## src/rtl/bucket_range_decoder.sv

```systemverilog
`default_nettype none
// ============================================================================
// Module   : bucket_range_decoder
// Purpose  : Inverse of the 10-bit log2 bucket encoder. Takes a bucket code
//            and produces the range of encoder inputs that map to it, either
//            as one beat carrying the bounds (single mode) or as one beat per
//            preimage value lo..hi (expand mode).
// Ports    : c            - clock, rising edge
//            rst          - synchronous reset, active-high
//            in_valid/in_ready/in_code/in_expand - code input handshake
//            out_valid/out_ready/out_val/out_lo/out_hi/out_last - beat output
//            err_invalid  - sticky flag, an accepted code was > 9
//            err_count    - saturating count of accepted invalid codes
//            trig_hit/trig_count - trigger-pattern monitor outputs
// Options  : TROJAN_MONITOR_EN - when defined, trig_hit/trig_count watch
//            transferred beats for the encoder trigger pattern (low nibble
//            4'b1011); when undefined they are tied to 0.
// Revision : 1.0 - initial release
// ============================================================================
module bucket_range_decoder #(
  parameter int DW  = 10,
  parameter int CW  = 4,
  parameter int ECW = 8
) (
  input  logic          c,
  input  logic          rst,
  input  logic          in_valid,
  output logic          in_ready,
  input  logic [CW-1:0] in_code,
  input  logic          in_expand,
  output logic          out_valid,
  input  logic          out_ready,
  output logic [DW-1:0] out_val,
  output logic [DW-1:0] out_lo,
  output logic [DW-1:0] out_hi,
  output logic          out_last,
  output logic          err_invalid,
  output logic [ECW-1:0] err_count,
  output logic          trig_hit,
  output logic [7:0]    trig_count
);

  localparam logic [CW-1:0] c_max_code = CW'(9);

  typedef enum logic [1:0] {
    S_IDLE   = 2'd0,
    S_SINGLE = 2'd1,
    S_WALK   = 2'd2
  } state_t;

  state_t          r_state, w_state_nxt;
  logic            r_in_ready;
  logic            r_out_valid, w_out_valid_nxt;
  logic [DW-1:0]   r_val, w_val_nxt;
  logic [DW-1:0]   r_lo, w_lo_nxt;
  logic [DW-1:0]   r_hi, w_hi_nxt;
  logic            r_last, w_last_nxt;
  logic            r_err_invalid;
  logic [ECW-1:0]  r_err_count;

  logic            w_in_xfer;
  logic            w_out_xfer;
  logic            w_code_ok;
  logic [DW-1:0]   w_range_lo;
  logic [DW-1:0]   w_range_hi;
  logic [DW:0]     w_wide_lo;
  logic [DW:0]     w_wide_hi;

  assign w_in_xfer  = in_valid & r_in_ready;
  assign w_out_xfer = r_out_valid & out_ready;
  assign w_code_ok  = (in_code <= c_max_code);

  // Bounds are computed one bit wider than DW so that 2^(k+1) for code 9
  // (1024) is representable before the -1 brings it back into range.
  always_comb begin
    w_wide_lo  = (DW+1)'(1) << in_code;
    w_wide_hi  = ((DW+1)'(1) << (in_code + CW'(1))) - (DW+1)'(1);
    w_range_lo = w_wide_lo[DW-1:0];
    w_range_hi = w_wide_hi[DW-1:0];
    if (in_code == CW'(0)) begin
      w_range_lo = '0;
      w_range_hi = '0;
    end else if (in_code == CW'(1)) begin
      w_range_lo = DW'(1);
      w_range_hi = DW'(3);
    end
  end

  always_comb begin
    w_state_nxt     = r_state;
    w_out_valid_nxt = r_out_valid;
    w_val_nxt       = r_val;
    w_lo_nxt        = r_lo;
    w_hi_nxt        = r_hi;
    w_last_nxt      = r_last;
    case (r_state)
      S_IDLE: begin
        if (w_in_xfer && w_code_ok) begin
          w_out_valid_nxt = 1'b1;
          w_val_nxt       = w_range_lo;
          w_lo_nxt        = w_range_lo;
          w_hi_nxt        = w_range_hi;
          if (in_expand) begin
            w_state_nxt = S_WALK;
            w_last_nxt  = (w_range_lo == w_range_hi);
          end else begin
            w_state_nxt = S_SINGLE;
            w_last_nxt  = 1'b1;
          end
        end
      end
      S_SINGLE: begin
        if (w_out_xfer) begin
          w_state_nxt     = S_IDLE;
          w_out_valid_nxt = 1'b0;
          w_last_nxt      = 1'b0;
        end
      end
      S_WALK: begin
        if (w_out_xfer) begin
          if (r_val == r_hi) begin
            w_state_nxt     = S_IDLE;
            w_out_valid_nxt = 1'b0;
            w_last_nxt      = 1'b0;
          end else begin
            w_val_nxt  = r_val + DW'(1);
            w_last_nxt = ((r_val + DW'(1)) == r_hi);
          end
        end
      end
      default: begin
        w_state_nxt     = S_IDLE;
        w_out_valid_nxt = 1'b0;
        w_last_nxt      = 1'b0;
      end
    endcase
  end

  always_ff @(posedge c) begin
    if (rst) begin
      r_state       <= S_IDLE;
      r_in_ready    <= 1'b1;
      r_out_valid   <= 1'b0;
      r_val         <= '0;
      r_lo          <= '0;
      r_hi          <= '0;
      r_last        <= 1'b0;
      r_err_invalid <= 1'b0;
      r_err_count   <= '0;
    end else begin
      r_state     <= w_state_nxt;
      // Registered from the next state so in_ready never depends on out_ready
      // combinationally, yet still equals (state == IDLE) every cycle.
      r_in_ready  <= (w_state_nxt == S_IDLE);
      r_out_valid <= w_out_valid_nxt;
      r_val       <= w_val_nxt;
      r_lo        <= w_lo_nxt;
      r_hi        <= w_hi_nxt;
      r_last      <= w_last_nxt;
      if (w_in_xfer && !w_code_ok) begin
        r_err_invalid <= 1'b1;
        if (r_err_count != {ECW{1'b1}}) begin
          r_err_count <= r_err_count + ECW'(1);
        end
      end
    end
  end

  assign in_ready    = r_in_ready;
  assign out_valid   = r_out_valid;
  assign out_val     = r_val;
  assign out_lo      = r_lo;
  assign out_hi      = r_hi;
  assign out_last    = r_last;
  assign err_invalid = r_err_invalid;
  assign err_count   = r_err_count;

`ifdef TROJAN_MONITOR_EN
  logic       r_trig_hit;
  logic [7:0] r_trig_count;
  logic       w_trig_match;

  assign w_trig_match = w_out_xfer && (r_val[3:0] == 4'b1011);

  always_ff @(posedge c) begin
    if (rst) begin
      r_trig_hit   <= 1'b0;
      r_trig_count <= '0;
    end else begin
      r_trig_hit <= w_trig_match;
      if (w_trig_match && r_trig_count != 8'hFF) begin
        r_trig_count <= r_trig_count + 8'd1;
      end
    end
  end

  assign trig_hit   = r_trig_hit;
  assign trig_count = r_trig_count;
`else
  assign trig_hit   = 1'b0;
  assign trig_count = 8'd0;
`endif

endmodule
`default_nettype wire
```

## config.mk

```make
export PLATFORM = sky130hd
export DESIGN_NAME = bucket_range_decoder
export DESIGN_NICKNAME = d
export VERILOG_FILES = /design/src/rtl/bucket_range_decoder.sv
export SDC_FILE = /design/constraint.sdc
export NUM_CORES = 1
export LEC_CHECK = 0
export BUFFER_PORTS_ARGS = -buffer_cell sky130_fd_sc_hd__buf_2
export CORE_MARGIN = 2
export CORE_UTILIZATION = 55
export DETAILED_ROUTE_END_ITERATION = 10
export MAX_ROUTING_LAYER = met4
export PLACE_DENSITY = 0.87
export SLEW_MARGIN = 0
export SYNTH_ARGS = -nofsm -noshare
export SYNTH_HDL_FRONTEND = slang
export SYNTH_SLANG_ARGS = --single-unit
```

## constraint.sdc

```tcl
create_clock -name c -period 3.9 [get_ports c]
set_input_delay 0.195 -clock c [delete_from_list [all_inputs] [get_ports c]]
set_output_delay 0.195 -clock c [all_outputs]
set_load 0.1 [all_outputs]
```

=== Yosys cells after proc, flatten, opt, wreduce, memory -nomap -nowiden ===
Index checks and enable logic that the tools add are counted.
Widths: inputs -> output; s select.

* Add/subtract/negate cells: 4
* Magnitude comparators: 1
* Equality and inequality tests: 12
* Shifts and indexed selects: 2
* Multiplexer cells: 24
* Bitwise operators: 2
* Reduce and logical (&&, ||, !) cells: 12

{| class="wikitable"
|+ Operator list
! kind !! count
|-
| $mux 10 || 7
|-
| $eq 10x10->1 || 3
|-
| $pmux 10 s2 || 1
|-
| $shl 1x4->10 const A || 2
|-
| $add 10x1->10 const B || 1
|-
| $mux 2 || 5
|-
| $ne 2x2->1 const B || 5
|-
| $sub 10x2->10 const B || 1
|-
| $add 8x1->8 const B || 1
|-
| $mux 1 || 8
|-
| $ne 8x8->1 const B || 1
|-
| $reduce_and 4->1 || 2
|-
| $pmux 1 s3 || 2
|-
| $pmux 2 s3 || 1
|-
| $add 4x1->4 const B || 1
|-
| $eq 4x1->1 const B || 1
|-
| $le 4x4->1 const B || 1
|-
| $logic_not 2->1 || 2
|-
| $logic_not 4->1 || 1
|-
| $reduce_and 2->1 || 2
|-
| $reduce_and 3->1 || 1
|-
| $and 1x1->1 || 2
|-
| $eq 2x1->1 const B || 1
|-
| $eq 2x2->1 const B || 1
|-
| 3 further kinds || 4
|}

* Bits in registers: 44
* Input port bits: 9

=== Depth between registers and ports, before layout ===
* Depth after elaboration: 9
* Gate-level depth with buffers: 15
* Gate-level depth less buffers: 13

=== Least setup slack after synthesis ===
Ideal clock, no wire load.

* Kind: input to register
* Start: in in_code[2]
* End: reg r_last, in the netlist out_last
* Arrival: 2.742 ns
* Path slack: 1.072 ns
* Cell stages on the path: 13
* Buffers on the path: 3
* Cells stage by stage: buf_2 > buf_1 > inv_1 > ha_1 > clkbuf_1 > inv_1 > nor2_1 > nand2_1 > ha_1 > o41ai_1 > xnor2_1 > a31oi_1 > a211oi_1

* Longest elaborated chain between the ends: 9

{| class="wikitable"
|+ RTL lines
! element !! RTL line !! RTL
|-
| from (decl) || 29 || <nowiki>input logic [CW-1:0] in_code,</nowiki>
|-
| $add 4x1->4 || 77 || <nowiki>w_wide_hi = ((DW+1)'(1) << (in_code + CW'(1))) - (DW+1)'(1);</nowiki>
|-
| $shl 1x4->10 || 77 ||
|-
| $sub 10x2->10 || 77 ||
|-
| $mux 10 || 83 || <nowiki>end else if (in_code == CW'(1)) begin</nowiki>
|-
| $mux 10 || 80 || <nowiki>if (in_code == CW'(0)) begin</nowiki>
|-
| $eq 10x10->1 || 105 || <nowiki>w_last_nxt = (w_range_lo == w_range_hi);</nowiki>
|-
| $mux 1 || 103 || <nowiki>if (in_expand) begin</nowiki>
|-
| $mux 1 || 98 || <nowiki>if (w_in_xfer && w_code_ok) begin</nowiki>
|-
| $pmux 1 s3 || 96 || <nowiki>case (r_state)</nowiki>
|-
| to (signal assigned) || 159 || <nowiki>r_last <= w_last_nxt;</nowiki>
|-
| to (decl) || 57 || <nowiki>logic r_last, w_last_nxt;</nowiki>
|}

Parallel ways exist; a longest one is shown, timed or not. The select of a mux whose other input is x is not followed.
A chain may end at the register's enable or synchronous reset.

=== Worst setup path in the final report ===
* Start: in in_code[0]
* End: reg r_last, in the netlist out_last

The elaborated chain is that of the path after synthesis.

==> results_dict.tcl <==
set metrics [dict create \
    post_cts_buffers 0 \
    cp-startpoint "in_code[0]" \
    setup_viol 0 \
    num_vias 2877 \
    slew_violations 0 \
    setup.worst_path.end "out_last" \
    ir_worst_vdd_uv 272 \
    die_area_sq_um 5850 \
    gp_congestion 0.935 \
    cts.sinks 44 \
    fin_skew_ns 0.0123 \
    dpl_cell_area_sq_um 3040 \
    async_reset_ff_frac 0 \
    core_area_sq_um 5070 \
    worst_setup_path_end_kind "register" \
    r2r_start "r_state[1]" \
    initial_core_util 0.570 \
    syn_avg_cell_area_sq_um 7.53 \
    cp_top_family "compound AO/OA/AOI/OAI gates" \
    crit_chain "buf_2 -> nand2_1 -> inv_1 -> ha_1 -> inv_1 -> nor2_1 -> nand2_1 -> ha_1 -> o41ai_1 -> xnor2_1 -> a31oi_1 -> a211oi_1" \
    numCtsBuffers 5 \
    critical_path.max_stage_delay_ns 0.56 \
    num_rows 26 \
    status "completed" \
    tns_ns 0 \
    io_buffers 50 \
    syn-cell-area_sq_um 2890 \
    io_pins 60 \
    die_w_um 76.5 \
    p_total_uw 1270 \
    finalWirelength_um 7380 \
    cts_root_buffer "clkbuf_8" \
    antenna_found_initial 0 \
    fmax_mhz 368 \
    fp.dieH_um 76.5 \
    wire_per_inst_um 15.3 \
    cts-resized-gates 0 \
    startpoint_type "input pin" \
    clock_latency_ns 0.31 \
    cp_slowest_cell "o41ai_1" \
    regArea_sq_um 881 \
    critPathKind "in2reg" \
    syn_inst 384 \
    design_area_sq_um 3160 \
    drt_pass1_iterations 5 \
    cts_tree "yes" \
    htreeDepth 2 \
    grt_max_degree 44 \
    viasPerCell 5.94 \
    antennaDiodeCount 0 \
    drive_gt1_frac 0.167 \
    hold_buffers 0 \
    yosys_warnings 0 \
    ys.flop_type "dfxtp_1" \
    rrSetupSlack_ns 1.47 \
    maxCapViolCount 0 \
    finish.net_count 427 \
    worstRegToRegCells 6 \
    slew_headroom 0.458 \
    path_depth 12 \
    power_density_nw_per_um2 402 \
    drtAntennaViolNets 0 \
    reg2reg_to "out_last" \
    first_iter_violations 201 \
    worstMarginPinSlew_ns 0.812 \
    arrival_ns 2.94 \
    yosysUniqueCellTypes 59 \
    syn2layout_area_growth_pct 9.22 \
    fin_crit_ns 2.72 \
    crit_path_max_fanout 22 \
    dp_hpwl_um 5300 \
    multi_input_area_sq_um 1800 \
    p_leak_uw 0.00122 \
    final-hold-violation-count 0 \
    ys_seq_area_frac 0.305 \
    synth-seq-cells 44 \
    synth_edf_count 0 \
    grt_first_pass_wirelength_um 12100 \
    rsz0062_at_grt "false" \
    hp-class "in2reg" \
    fin_crit_sh 0.697 \
    fillers 486 \
    drc 0 \
    clkTransAtPathRegs_ns 0.10 \
    required_ns 4.12 \
    grt_pass1_vias 2465 \
    clk_path_buf_depth 2 \
    critPathBufInv 3 \
    grt-ovfl-total 0 \
    grt_usage 0.261 \
]
layout by cell type, fill, tap and decap left out, types with 5 or more instances in the layout:
cell type	n
xor2_1	10
nand3_1	12
clkbuf_8	5
conb_1	9
nor3_1	16
buf_2	50
xnor2_1	17
nand4_1	8
nand2_1	42
o21ai_0	20
ha_1	5
o211ai_1	5
nor4_1	7
dfxtp_1	44
a211oi_1	5
nor2_1	51
a21oi_1	37
through the flow:
| stage | util | setup WS (ns) | hold WS [ns] | cells |
|---|---|---|---|---|
| floorplan | - | 1.07 | 0.351 | 392 |
| global placement | 0.600 | 0.981 | 0.448 | 476 |
| detailed placement | 0.600 | 0.918 | 0.457 | 476 |
| CTS | 0.622 | 1.22 | 0.170 | 484 |
| global route | 0.622 | 0.962 | 0.190 | 484 |
| finish | 0.622 | 1.18 | 0.169 | 484 |
power breakdown:
part	switching (uW)	internal (uW)
clock network	177	193
registers	30.5	470
logic	312	86.0
total	519	749
routing by layer:
| metal | global-route usage | share of wire |
|---|---|---|
| met4 | 0.0927 | 0.017 |
| met5 | - | 0 |
| met2 | 0.401 | 0.47 |
| met3 | 0.0308 | 0.070 |
| met1 | 0.355 | 0.45 |
cells in the mapped netlist (3+ instances only):
cell      number  share of area
o31ai_1        3         0.0078
or3_1          3         0.0065
buf_4         11          0.029
nor2_1        51          0.066
nand2b_1       4         0.0087
xor2_1        10          0.030
nand2_1       42          0.055
buf_2          5         0.0087
clkbuf_1      12          0.016
buf_1          5         0.0065
and3_1         3         0.0065
clkbuf_8       3          0.014
nand4_1        8          0.017
inv_1          4         0.0052
nor4_1         7          0.015
o21ai_0       20          0.035
a31oi_1        4         0.0087
xnor2_1       17          0.051
nand3_1       12          0.021
o211ai_1       5          0.013
dfxtp_1       44           0.30
a21oi_1       37          0.064
nor3b_1        3         0.0078
ha_1           5          0.022
a211oi_1       5          0.013
nor2b_1        3         0.0065
and2_1         3         0.0065
nor3_1        16          0.028
kinds of logic after synthesis:
logic type	count (synthesis)	synth area share
AO/OA/AOI/OAI	96	0.210
buffers and inverters	41	0.0826
other	1	0.00130
XOR/XNOR	28	0.0874
flip-flops	44	0.305
adder cells (fa/ha/maj)	5	0.0216
AND/OR/NAND/NOR	168	0.289
multiplexers	1	0.00346
worst min path at each step:
stage               from          to  slack (ns)  cells after the start
2_1_floorplan  in_expand  r_state[1]        0.35                      2
3_3_place_gp   out_lo[9]   out_lo[9]        0.45                      2
3_5_place_dp   out_lo[9]   out_lo[9]        0.46                      2
4_1_cts        in_expand  r_state[1]        0.17                      3
5_1_grt        in_expand  r_state[1]        0.19                      3
6_report       in_expand  r_state[1]        0.17                      3
state kept, by name, summed over array words and instances, names as in the netlist:
| signal | cells |
|---|---|
| in_ready | 1 |
| out_val | 10 |
| r_state | 2 |
| err_count | 8 |
| out_hi | 10 |
| out_lo | 10 |
| out_valid | 1 |
| err_invalid | 1 |
| out_last | 1 |
area by class of cell:
class / instances / share of cell area
Clock buffer: 5 / 0.0218
Tap cell: 70 / 0.0277
Multi-Input combinational cell: 307 / 0.571
Inverter: 4 / 0.00475
Timing Repair Buffer: 51 / 0.0816
Clock inverter: 3 / 0.0147
Sequential cell: 44 / 0.279
worst min-delay path: stages:
cell,delay [ns]
buf_2,0.11
nand2_1,0.06
a221oi_2,0.06
Note: power is estimated with default switching activity, not from simulation.
